<file path="src/rtl/ie_pkg.sv">
// Shared types for the issue-to-execute operand stage.
// Tracker entries, operand-A select encoding, counter width.
package ie_pkg;

  localparam int STALL_CNT_W = 16;
  localparam int RD_MAX_W    = 8;

  typedef enum logic [1:0] {
    A_RS1     = 2'd0,
    A_PC      = 2'd1,
    A_ZERO    = 2'd2,
    A_RS1_ALT = 2'd3
  } a_sel_e;

  typedef struct packed {
    logic                valid;
    logic [RD_MAX_W-1:0] rd;
    logic                we;
    logic                is_load;
  } trk_entry_t;

  // A live producer writing a non-zero register equal to s.
  function automatic logic trk_match(
    input trk_entry_t          e,
    input logic [RD_MAX_W-1:0] s
  );
    return e.valid & e.we &
           (e.rd != '0) & (e.rd == s);
  endfunction

endpackage

</file>
<file path="src/rtl/ie_fwd_select.sv">
// Per-source forwarding mux: youngest matching producer wins,
// otherwise register-file data; x0 always reads zero.
module ie_fwd_select
  import ie_pkg::*;
#(
  parameter int XLEN    = 32,
  parameter int REG_AW  = 5,
  parameter int NUM_FWD = 2
) (
  input  logic [REG_AW-1:0]              src_i,
  input  logic [XLEN-1:0]                rf_val_i,
  input  trk_entry_t [NUM_FWD-1:0]       trk_i,
  input  logic [NUM_FWD*XLEN-1:0]        fwd_i,
  output logic [XLEN-1:0]                val_o,
  output logic                           hit0_o
);

  logic [RD_MAX_W-1:0] src_w;
  logic [NUM_FWD-1:0]  unused_ld;

  assign src_w  = RD_MAX_W'(src_i);
  assign hit0_o = trk_match(trk_i[0], src_w);

  // Load flags only matter for hazard detection upstream.
  always_comb begin
    unused_ld = '0;
    for (int k = 0; k < NUM_FWD; k++) begin
      unused_ld[k] = trk_i[k].is_load;
    end
  end

  // Scan oldest to youngest so the youngest match overrides.
  always_comb begin
    val_o = rf_val_i;
    for (int k = NUM_FWD - 1; k >= 0; k--) begin
      if (trk_match(trk_i[k], src_w)) begin
        val_o = fwd_i[k*XLEN +: XLEN];
      end
    end
    if (src_i == '0) begin
      val_o = '0;
    end
  end

endmodule

</file>
<file path="src/rtl/ie_operand_fwd.sv">
// Issue-to-execute operand stage: operand muxing, result forwarding,
// in-flight destination tracking and one-bubble load-use stall.
module ie_operand_fwd
  import ie_pkg::*;
#(
  parameter int XLEN    = 32,
  parameter int PC_W    = 11,
  parameter int REG_AW  = 5,
  parameter int NUM_FWD = 2
) (
  input  logic                     clk,
  input  logic                     rst,
  input  logic                     flush,
  input  logic                     id_valid,
  output logic                     id_ready,
  input  logic [REG_AW-1:0]        id_rs1,
  input  logic [REG_AW-1:0]        id_rs2,
  input  logic [XLEN-1:0]          id_rs1_val,
  input  logic [XLEN-1:0]          id_rs2_val,
  input  logic [PC_W-1:0]          id_pc,
  input  logic [XLEN-1:0]          id_imm,
  input  logic [1:0]               id_a_sel,
  input  logic                     id_b_sel,
  input  logic [REG_AW-1:0]        id_rd,
  input  logic                     id_rd_we,
  input  logic                     id_is_load,
  input  logic [NUM_FWD*XLEN-1:0]  fwd_data,
  output logic                     ie_valid,
  output logic [XLEN-1:0]          ie_op_a,
  output logic [XLEN-1:0]          ie_op_b,
  output logic [XLEN-1:0]          ie_rs2_fwd,
  output logic [REG_AW-1:0]        ie_rd,
  output logic                     ie_rd_we,
  output logic                     ie_is_load,
  output logic [STALL_CNT_W-1:0]   stall_cnt
);

  trk_entry_t [NUM_FWD-1:0] trk_q, trk_d;

  logic [XLEN-1:0] rs1_fwd, rs2_fwd;
  logic            rs1_hit0, rs2_hit0;

  a_sel_e a_sel;
  logic   use_rs1, use_pc, use_zero;
  logic   hazard, issue;
  logic   unused_trk_ld;

  logic                   valid_q, valid_d;
  logic [XLEN-1:0]        op_a_q, op_a_d;
  logic [XLEN-1:0]        op_b_q, op_b_d;
  logic [XLEN-1:0]        rs2_q, rs2_d;
  logic [REG_AW-1:0]      rd_q, rd_d;
  logic                   rd_we_q, rd_we_d;
  logic                   ld_q, ld_d;
  logic [STALL_CNT_W-1:0] cnt_q, cnt_d;

  ie_fwd_select #(
    .XLEN    (XLEN),
    .REG_AW  (REG_AW),
    .NUM_FWD (NUM_FWD)
  ) u_fwd_rs1 (
    .src_i    (id_rs1),
    .rf_val_i (id_rs1_val),
    .trk_i    (trk_q),
    .fwd_i    (fwd_data),
    .val_o    (rs1_fwd),
    .hit0_o   (rs1_hit0)
  );

  ie_fwd_select #(
    .XLEN    (XLEN),
    .REG_AW  (REG_AW),
    .NUM_FWD (NUM_FWD)
  ) u_fwd_rs2 (
    .src_i    (id_rs2),
    .rf_val_i (id_rs2_val),
    .trk_i    (trk_q),
    .fwd_i    (fwd_data),
    .val_o    (rs2_fwd),
    .hit0_o   (rs2_hit0)
  );

  assign a_sel    = a_sel_e'(id_a_sel);
  assign use_pc   = (a_sel == A_PC);
  assign use_zero = (a_sel == A_ZERO);
  assign use_rs1  = (a_sel == A_RS1) |
                    (a_sel == A_RS1_ALT);

  // The oldest entry's load flag has nowhere further to go.
  assign unused_trk_ld = trk_q[NUM_FWD-1].is_load;

  // Load data is not ready until one stage past execute.
  assign hazard = id_valid & trk_q[0].is_load &
                  ((rs1_hit0 & use_rs1) | rs2_hit0);

  assign id_ready = ~hazard;
  assign issue    = id_valid & ~hazard & ~flush;

  // Operand A source select.
  always_comb begin
    op_a_d = op_a_q;
    unique case (1'b1)
      use_pc:   op_a_d = XLEN'(id_pc);
      use_zero: op_a_d = '0;
      default:  op_a_d = rs1_fwd;
    endcase
  end

  // Execute register next state; data holds without an issue.
  always_comb begin
    valid_d = issue;
    op_b_d  = op_b_q;
    rs2_d   = rs2_q;
    rd_d    = rd_q;
    rd_we_d = rd_we_q;
    ld_d    = ld_q;
    if (issue) begin
      op_b_d  = id_b_sel ? id_imm : rs2_fwd;
      rs2_d   = rs2_fwd;
      rd_d    = id_rd;
      rd_we_d = id_rd_we;
      ld_d    = id_is_load;
    end
  end

  // Tracker shift: entry 0 mirrors the execute register.
  always_comb begin
    trk_d = '0;
    if (!flush) begin
      if (issue) begin
        trk_d[0].valid   = 1'b1;
        trk_d[0].rd      = RD_MAX_W'(id_rd);
        trk_d[0].we      = id_rd_we;
        trk_d[0].is_load = id_is_load;
      end
      for (int k = 1; k < NUM_FWD; k++) begin
        trk_d[k] = trk_q[k-1];
      end
    end
  end

  // Saturating count of stall cycles not cancelled by flush.
  always_comb begin
    cnt_d = cnt_q;
    if (hazard && !flush && !(&cnt_q)) begin
      cnt_d = cnt_q + 1'b1;
    end
  end

  // Execute register and tracker state.
  always_ff @(posedge clk) begin
    if (rst) begin
      valid_q <= 1'b0;
      op_a_q  <= '0;
      op_b_q  <= '0;
      rs2_q   <= '0;
      rd_q    <= '0;
      rd_we_q <= 1'b0;
      ld_q    <= 1'b0;
      trk_q   <= '0;
    end else begin
      valid_q <= valid_d;
      if (issue) begin
        op_a_q <= op_a_d;
      end
      op_b_q  <= op_b_d;
      rs2_q   <= rs2_d;
      rd_q    <= rd_d;
      rd_we_q <= rd_we_d;
      ld_q    <= ld_d;
      trk_q   <= trk_d;
    end
  end

  // Stall statistics counter.
  always_ff @(posedge clk) begin
    if (rst) begin
      cnt_q <= '0;
    end else begin
      cnt_q <= cnt_d;
    end
  end

  assign ie_valid   = valid_q;
  assign ie_op_a    = op_a_q;
  assign ie_op_b    = op_b_q;
  assign ie_rs2_fwd = rs2_q;
  assign ie_rd      = rd_q;
  assign ie_rd_we   = rd_we_q;
  assign ie_is_load = ld_q;
  assign stall_cnt  = cnt_q;

endmodule

</file>
<file path="config.mk">
export PLATFORM = sky130hd
export DESIGN_NAME = ie_operand_fwd
export DESIGN_NICKNAME = d
export VERILOG_FILES = /design/src/rtl/ie_pkg.sv /design/src/rtl/ie_fwd_select.sv /design/src/rtl/ie_operand_fwd.sv
export SDC_FILE = /design/constraint.sdc
export NUM_CORES = 1
export LEC_CHECK = 0
export CAP_MARGIN = 20
export CORE_MARGIN = 2
export CORE_UTILIZATION = 38
export CTS_CLUSTER_DIAMETER = 60
export DETAILED_ROUTE_END_ITERATION = 10
export PLACE_DENSITY = 0.87
export SLEW_MARGIN = 20
export SYNTH_ARGS = -nofsm -noshare
export SYNTH_HDL_FRONTEND = slang
export SYNTH_SLANG_ARGS = --single-unit
</file>
<file path="constraint.sdc">
create_clock -name clk -period 2.27 [get_ports clk]
set_input_delay 0.454 -clock clk [delete_from_list [all_inputs] [get_ports clk]]
set_output_delay 0.454 -clock clk [all_outputs]
set_load 0.01 [all_outputs]
</file>
==> results.cfg, run 1 <==
[status]
outcome = complete, but fails checks
failed_checks = negative setup slack

[floorplan]
start_util = 0.389
rows = 49
io_pins = 316
die_h_um = 140
core_um2 = 18000
fp.dieW_um = 140
dieArea_um2 = 19600

[power_and_ir_drop]
p_per_area_nw_per_um2 = 560
peakVddDrop_v = 0.000487
leakage_uw = 0.00473

[sta]
rsz0062_at_grt = true
worstMarginPinSlew_ns = 0.537
hold_ws_ns = 0.454
setup_viol = 2
timing.final.crit_share = 1.00
fmax_mhz = 439
maxSlewHeadroom = 0.642
maxSlewViolCount = 0
fin_skew_ns = 0.0120
setup_ws_ns = -0.00879
hold_viol = 0
min_period_ns = 2.28

[route]
vias_per_cell = 5.85
drt-wirelength-per-cell_um = 21.0
first_iter_violations = 585
drcViolationCount = 0
routed_wl_um = 30300
drt-pass1-iter-count = 6
vias = 8448
ant_nets = 0

[logic_synthesis]
syn_area_um2 = 7020
syn_avg_cell_area_um2 = 8.33
synth.distinct_cells = 57
syn_nets = 1039
ys_ff_latch = 135
yosysSeqAreaShare = 0.385
synthArstFlopShare = 0
synth_ff_type = dfxtp_1
syn_inst = 842
synth_edf_count = 0
ys_warn_count = 0

[worst_hold_path]
hold_class = primary input to flip-flop

[layout]
layout-drive-gt1-share = 0.195
finalNonFillerCells = 1444
layout.nets = 1400
final_common_cell = clkdlybuf4s50_1
area_delta_synth_final_pct = 72.9
n_antenna_cell = 0
layout_common_cells = 306 x clkdlybuf4s50_1, 132 x dfxtp_1, 106 x nand2_1

[setup_path]
cpPeakStageDelay_ns = 0.47
path_max_fanout = 2
cp-end-kind = output port
critPathArrivalTime_ns = 1.82
cp.required_ns = 1.82
crit_chain = clkdlybuf4s50_1 -> inv_2 -> ha_4 -> nand3_4 -> a2bb2oi_4 -> nor2_2 -> nand2_1 -> buf_2
worstSetupPathType = primary input to output port
start_kind = primary input
slowest_stage = clkdlybuf4s50_1
crit_buf_inv = 3
crit_family = buffers and inverters

[clocking]
cts-buffers-inserted = 17
htree_levels = 4
cts_buffer_depth = 2
cts_hold_buf = 0
clkSinkCount = 135
clkLatencyLatePin_ns = 0.41
cts_tree = done
cts-root-buf = clkbuf_16
clk_pin_slew_ns = 0.06

[placed_design]
numPortBuffers = 315
gp_congestion = 0.926
place_inst = 1401
dp_hpwl_um = 21900

[grt]
grt-ovfl-total = 0
first_global_vias = 8230
grt_pass1_wl_um = 45600
grt_max_degree = 45
antenna_found_initial = 0
grt_usage = 0.294

[job]
max-cap-violations = 0
## cells by family after synthesis
family          Yosys count  share of synthesized area
simple gates            321                      0.223
compound gates          279                      0.301
flops                   135                      0.385
buf+inv                  75                     0.0480
xor+xnor                 26                     0.0325
mux                       4                    0.00624
fa+ha+maj                 2                    0.00357
## worst paths after layout
kind	to	from	slack [ns]	depth (start not counted)
max	id_ready	id_a_sel[1]	-0.009	8
min	stall_cnt[1]	rst	0.45	2
max reg2reg	ie_op_b[29]	trk_q[2]	0	8
min reg2reg	ie_rd[1]	ie_rd[1]	0.46	2
## final cells by class
| class | instances | area [um^2] |
|---|---|---|
| multi-input combinational | 632 | 4260 |
| clock buffer | 23 | 478 |
| clock inverter | 8 | 145 |
| sequential | 135 | 2710 |
| inverter | 2 | 7.51 |
| fill | 1350 | 5900 |
| timing repair buffer | 415 | 4240 |
| tap | 229 | 287 |
## repair_timing
| item | in CTS | in global routing |
|---|---|---|
| endpoints found under the setup margin | 97 | 121 |
| pin swaps | 9 | 13 |
| buffers inserted | 5 | 5 |
| cloned | 1 | 2 |
| gates resized for setup | 31 | 38 |
## synthesized netlist by cell type (9+ instances only)
cell type	count	area [um^2]
a211oi_2	9	113
a21oi_1	56	280
a32o_1	21	210
o21ai_0	38	190
xor2_1	9	78.8
o2bb2ai_1	13	114
nand2_1	106	398
a31oi_1	17	106
a211oi_1	34	255
and2_1	15	93.8
and3_1	25	156
clkbuf_1	47	176
or2_2	15	93.8
a221o_1	21	210
nor2_1	82	308
a31o_2	25	219
xnor2_1	17	149
a22o_1	17	149
dfxtp_1	135	2700
nand3_1	29	145
buf_2	20	100
o211ai_1	16	120
## sequential cells by signal, indices dropped and copies added (netlist names)
name        cells
ie_is_load      1
ie_op_a        32
ie_op_b        32
ie_rd           5
ie_rd_we        1
ie_rs2_fwd     32
ie_valid        1
stall_cnt      16
trk_q          15
## metal layers
metal  GRT usage  wire length, um  vias to the layer above
met5           0                0                        -
met1       0.344            11300                     3986
met3      0.0702             2770                       89
met4       0.122             1160                        0
met2       0.516            15100                      531
li1            -                -                     3842
## power breakdown
| part | switching [uW] | leakage, uW | internal [uW] |
|---|---|---|---|
| clock | 1030 | 0.000299 | 1920 |
| combinational | 562 | 0.00332 | 742 |
| sequential | 61.0 | 0.00110 | 2480 |
## metrics by stage
step           area, um^2  total power [uW]  utilization  worst slack (ns)  setup TNS (ns)
2_1_floorplan        7020              3020            -            0.0830               0
3_3_place_gp        11000              3790        0.613            -0.582          -59.25
3_5_place_dp        11000              3810        0.613            -0.601          -60.85
4_1_cts             11900              6770        0.659           -0.0779         -0.0869
5_1_grt             12100              7010        0.673           -0.0935          -0.689
6_report            12100              6790        0.673          -0.00879         -0.0108
No activity file was read; power rests on OpenSTA's default activity.
==> inputs of run 2 (changes only) <==
Settings changed: PLACE_DENSITY 0.87 to 0.74.
==> run 2 against run 1 <==
Compared with the run above: the run still ends with negative setup slack left; first-iteration DRC count grew 7.4%; flip-flop and latch count is the same; global-route usage shrank 0.47 points; sequential power is essentially flat; total power shrank 1.1%; count of clock-buffer cells in the layout shrank 2; via count shrank 1.1%; largest cell class is now non-clock buffers.
==> results.cfg, run 2 (synthesized netlist as in run 1, its figures left out) <==
[layout]
layout_common_cells = 305 x clkdlybuf4s50_1, 132 x dfxtp_1, 106 x nand2_1
finalNonFillerCells = 1454
n_antenna_cell = 0
stdcell_area_um2 = 12300
final_common_cell = clkdlybuf4s50_1
final_core_util = 0.683
layout-drive-gt1-share = 0.211
area_delta_synth_final_pct = 75.6
layout.nets = 1409

[sta]
fmax_mhz = 427
min_period_ns = 2.34
setup_ws_ns = -0.0718
maxSlewHeadroom = 0.596
timing.final.crit_share = 1.03
hold_ws_ns = 0.417
rsz0062_at_grt = true
maxSlewViolCount = 0
fin_skew_ns = 0.00809
hold_viol = 0
worstMarginPinSlew_ns = 0.606
setup_viol = 6

[grt]
globalRouteMet3Util = 0.0678
antenna_found_initial = 0
first_global_vias = 8107
grtUsageMet2 = 0.480
top_usage_layer = met2
grt_pass1_wl_um = 44400
grt_max_degree = 45
grt-ovfl-total = 0
grt_usage = 0.290
grt_util_met1 = 0.358

[clocking]
cts_hold_buf = 0
cts-root-buf = clkbuf_16
cts-buffers-inserted = 17
clkSinkCount = 135
clk_pin_slew_ns = 0.06
cts_tree = done
cts_buffer_depth = 2
htree_levels = 4
clkLatencyLatePin_ns = 0.41

[setup_path]
critPathLaunch = trk_q[2]
r2r-start = trk_q[2]
cp-end-kind = output port
cp.required_ns = 1.82
reg2reg_depth = 8
cpPeakStageDelay_ns = 0.42
cp_num_cells = 6
path_max_fanout = 6
crit_buf_inv = 1
critPathArrivalTime_ns = 1.89
worstSetupPathType = flip-flop to output port
reg2reg_slack_ns = -0.03
crit_chain = or3_4 -> o311a_4 -> nand2_4 -> nor2_4 -> nand2_1 -> buf_2
worstReg2RegEnd = ie_op_a[9]
slowest_stage = o311a_4
crit_family = simple AND/OR/NAND/NOR gates
start_kind = flip-flop

[placed_design]
place_inst = 1405
gp_congestion = 0.924
numPortBuffers = 315
place_area_um2 = 11000
dp_hpwl_um = 21800

[power_and_ir_drop]
p_switching_uw = 1710
clkPwrFrac = 0.426
leakage_uw = 0.00482
power.internal_uw = 5010
p_sw_frac = 0.254
peakVddDrop_v = 0.000557
p_seq_frac = 0.378
p_per_area_nw_per_um2 = 545
pwr-share-comb = 0.196

[route]
vias = 8355
vias_per_cell = 5.75
drt-wirelength-per-cell_um = 21.1
ant_nets = 0
routed_wl_um = 30600
drt-pass1-iter-count = 8
first_iter_violations = 628
drcViolationCount = 0

[job]
max-cap-violations = 0

[floorplan]
dieArea_um2 = 19600
core_um2 = 18000
die_h_um = 140
io_pins = 316
fp.dieW_um = 140
rows = 49
start_util = 0.389

[worst_hold_path]
hold_depth = 2
min_from = rst
hold_path_end = stall_cnt[2]
hold_class = primary input to flip-flop

[status]
failed_checks = negative setup slack
outcome = complete, but fails checks
run 2: repair_timing:
| item | in CTS | in global routing |
|---|---|---|
| setup endpoints to repair | 58 | 110 |
| pin swaps | 5 | 20 |
| setup buffers | 5 | 4 |
| cloned | 1 | 7 |
| gates resized for setup | 35 | 58 |
run 2: how the worst max path moves through the flow:
stage / endpoint / slack (ns)
finish: id_ready / -0.07
global route: id_ready / -0.13
floorplan: stall_cnt[4] / 0.08
detailed placement: ie_rs2_fwd[29] / -0.74
CTS: id_ready / -0.11
global placement: ie_rs2_fwd[25] / -0.74
run 2: final cells by class:
| class | count | area (um^2) |
|---|---|---|
| fill | 1447 | 5710 |
| timing repair buffer | 424 | 4370 |
| multi-input combinational | 632 | 4340 |
| sequential | 135 | 2710 |
| clock buffer | 21 | 460 |
| tap | 229 | 287 |
| clock inverter | 11 | 149 |
| inverter | 2 | 7.51 |
run 2: metal layers:
layer / wire length (um) / up-vias / share of wire
met3: 2680 / 96 / 0.088
met4: 1450 / 0 / 0.047
met1: 12100 / 3929 / 0.40
met5: 0 / - / 0
li1: - / 3848 / -
met2: 14400 / 482 / 0.47
run 2: power by group through the flow:
stage,clock (uW),sequential [uW],combinational [uW]
after floorplan,0,2620,394
after global placement,0,2580,1220
after detailed placement,0,2580,1230
after CTS,2880,2530,1260
after global routing,2990,2540,1390
final,2860,2540,1320
run 2: per-stage QoR:
step           setup TNS [ns]  total power, uW  setup slack (ns)
2_1_floorplan               0             3020            0.0830
3_3_place_gp           -53.88             3800            -0.745
3_5_place_dp           -54.33             3810            -0.743
4_1_cts                -0.248             6670            -0.114
5_1_grt                 -1.99             6920            -0.132
6_report               -0.137             6720           -0.0718
==> inputs of run 3 (changes only) <==
Settings changed: PLACE_DENSITY 0.74 to 0.87, REMOVE_ABC_BUFFERS set to 1.
==> run 3 against run 2 <==
Compared with the run above: the run still ends with negative setup slack left; cell count is 0.21% higher; clock skew hardly changed; routed wire length is 7.5% higher; core utilization is 0.24 points higher; flip-flop and latch count stayed put; fmax hardly changed; worst setup slack better by 0.0017 ns; critical path type is now primary input to output port; largest power group unchanged; highest routed layer unchanged.
==> results.cfg, run 3 (synthesized netlist as in run 1, its figures left out) <==
[status]
outcome = complete, but fails checks
failed_checks = negative setup slack

[setup_path]
cp-end-kind = output port
slowest_stage = clkdlybuf4s50_1
reg2reg_depth = 9
reg2reg_slack_ns = -0.05
cp.required_ns = 1.82
crit_family = buffers and inverters
start_kind = primary input
cpPeakStageDelay_ns = 0.46
crit_chain = clkdlybuf4s50_1 -> xnor2_1 -> nand3_2 -> a2bb2oi_4 -> nor2_4 -> nand2_2 -> buf_6
path_max_fanout = 3
critPathArrivalTime_ns = 1.89
cp_num_cells = 7
worstSetupPathType = primary input to output port
crit_buf_inv = 2

[grt]
antenna_found_initial = 1
grt_max_degree = 58
first_global_vias = 8676
grt_usage = 0.306
grt_pass1_wl_um = 47400
grt-ovfl-total = 0

[placed_design]
dp_slack_ns = -0.629
dp_hpwl_um = 21900
gp_congestion = 0.922
numPortBuffers = 315
place_area_um2 = 11000

[sta]
maxSlewHeadroom = 0.408
maxSlewViolCount = 0
worstMarginPinSlew_ns = 0.887
timing.final.crit_share = 1.03
fin_setup_tns_ns = -0.448
fmax_mhz = 427
fin_skew_ns = 0.00797
hold_ws_ns = 0.458
min_period_ns = 2.34
setup_viol = 21
rsz0062_at_grt = true
hold_viol = 0
setup_ws_ns = -0.0701

[clocking]
htree_levels = 4
cts-root-buf = clkbuf_16
clkSinkCount = 135
clkLatencyLatePin_ns = 0.42
clk_pin_slew_ns = 0.06
cts-buffers-inserted = 17
cts_hold_buf = 0
cts_tree = done
cts_buffer_depth = 2

[floorplan]
dieArea_um2 = 19600
io_pins = 316
start_util = 0.389
rows = 49
die_h_um = 140
core_um2 = 18000
fp.dieW_um = 140

[job]
max-cap-violations = 0

[layout]
fill_cells = 1357
area_delta_synth_final_pct = 76.2
stdcell_area_um2 = 12400
layout_common_cells = 307 x clkdlybuf4s50_1, 132 x dfxtp_1, 105 x nand2_1
layout-drive-gt1-share = 0.209
final_core_util = 0.686
final_common_cell = clkdlybuf4s50_1
layout.nets = 1411

[route]
vias_per_cell = 5.98
drt-pass1-iter-count = 6
first_iter_violations = 793
routed_wl_um = 32900
drcViolationCount = 0
vias = 8709
ant_nets = 0
drt-wirelength-per-cell_um = 22.6

[power_and_ir_drop]
p_per_area_nw_per_um2 = 552
leakage_uw = 0.00484
peakVddDrop_v = 0.000517

[worst_hold_path]
hold_depth = 2
hold_class = flip-flop to flip-flop
[run 3: cell types whose count changed in the layout (fill, tap and decap cells not counted), sizes merged]
cell | before | now
dlymetal6s2s | 4 | 3
nor2 | 82 | 83
diode | 0 | 1
buf | 104 | 107
clkdlybuf4s50 | 305 | 307
dlygate4sd2 | 4 | 2
clkinv | 5 | 6
clkbuf | 28 | 26
[run 3: repair_timing]
item / CTS / global route
resized for setup: 25 / 63
endpoints found under the setup margin: 116 / 118
endpoints found under the hold margin: 0 / 0
buffers inserted: 4 / 17
cloned: 1 / 9
pin swaps: 8 / 15
[run 3: worst min-delay path, cell delays in order (launching register included)]
cell     delay (ns)
dfxtp_1        0.31
nand2_1        0.05
a21oi_1        0.05
[run 3: report_power, final]
group	internal [uW]	total, uW	switching (uW)
logic	771	1350	582
clock network	1810	2930	1120
registers	2470	2540	67.0
[run 3: area by class of cell]
class	instances	area (um^2)	area share
Sequential cell	135	2710	0.219
Timing Repair Buffer	425	4380	0.355
Inverter	2	7.51	0.000607
Clock inverter	12	150	0.0121
Multi-Input combinational cell	633	4350	0.352
Tap cell	229	287	0.0232
Clock buffer	20	467	0.0378
Antenna cell	1	2.50	0.000202
[run 3: through the flow]
step	cells	total power, uW
final	1457	6820
after global routing	1457	7030
after CTS	1440	6720
after detailed placement	1403	3800
after global placement	1403	3780
after floorplan	769	2980
[run 3: layer usage]
| layer | up-vias | global-route usage | share of wire |
|---|---|---|---|
| met3 | 121 | 0.0671 | 0.097 |
| met1 | 4129 | 0.380 | 0.38 |
| met4 | 0 | 0.145 | 0.044 |
| met2 | 591 | 0.506 | 0.48 |
| li1 | 3868 | - | - |
| met5 | - | 0 | 0 |
[run 3: worst paths after layout]
check,start,end
worst max register to register,trk_q[2],stall_cnt[4]
worst min-delay path,ie_rd[3],ie_rd[3]
worst max-delay path,id_rs1[3],id_ready
worst min register to register,ie_rd[3],ie_rd[3]
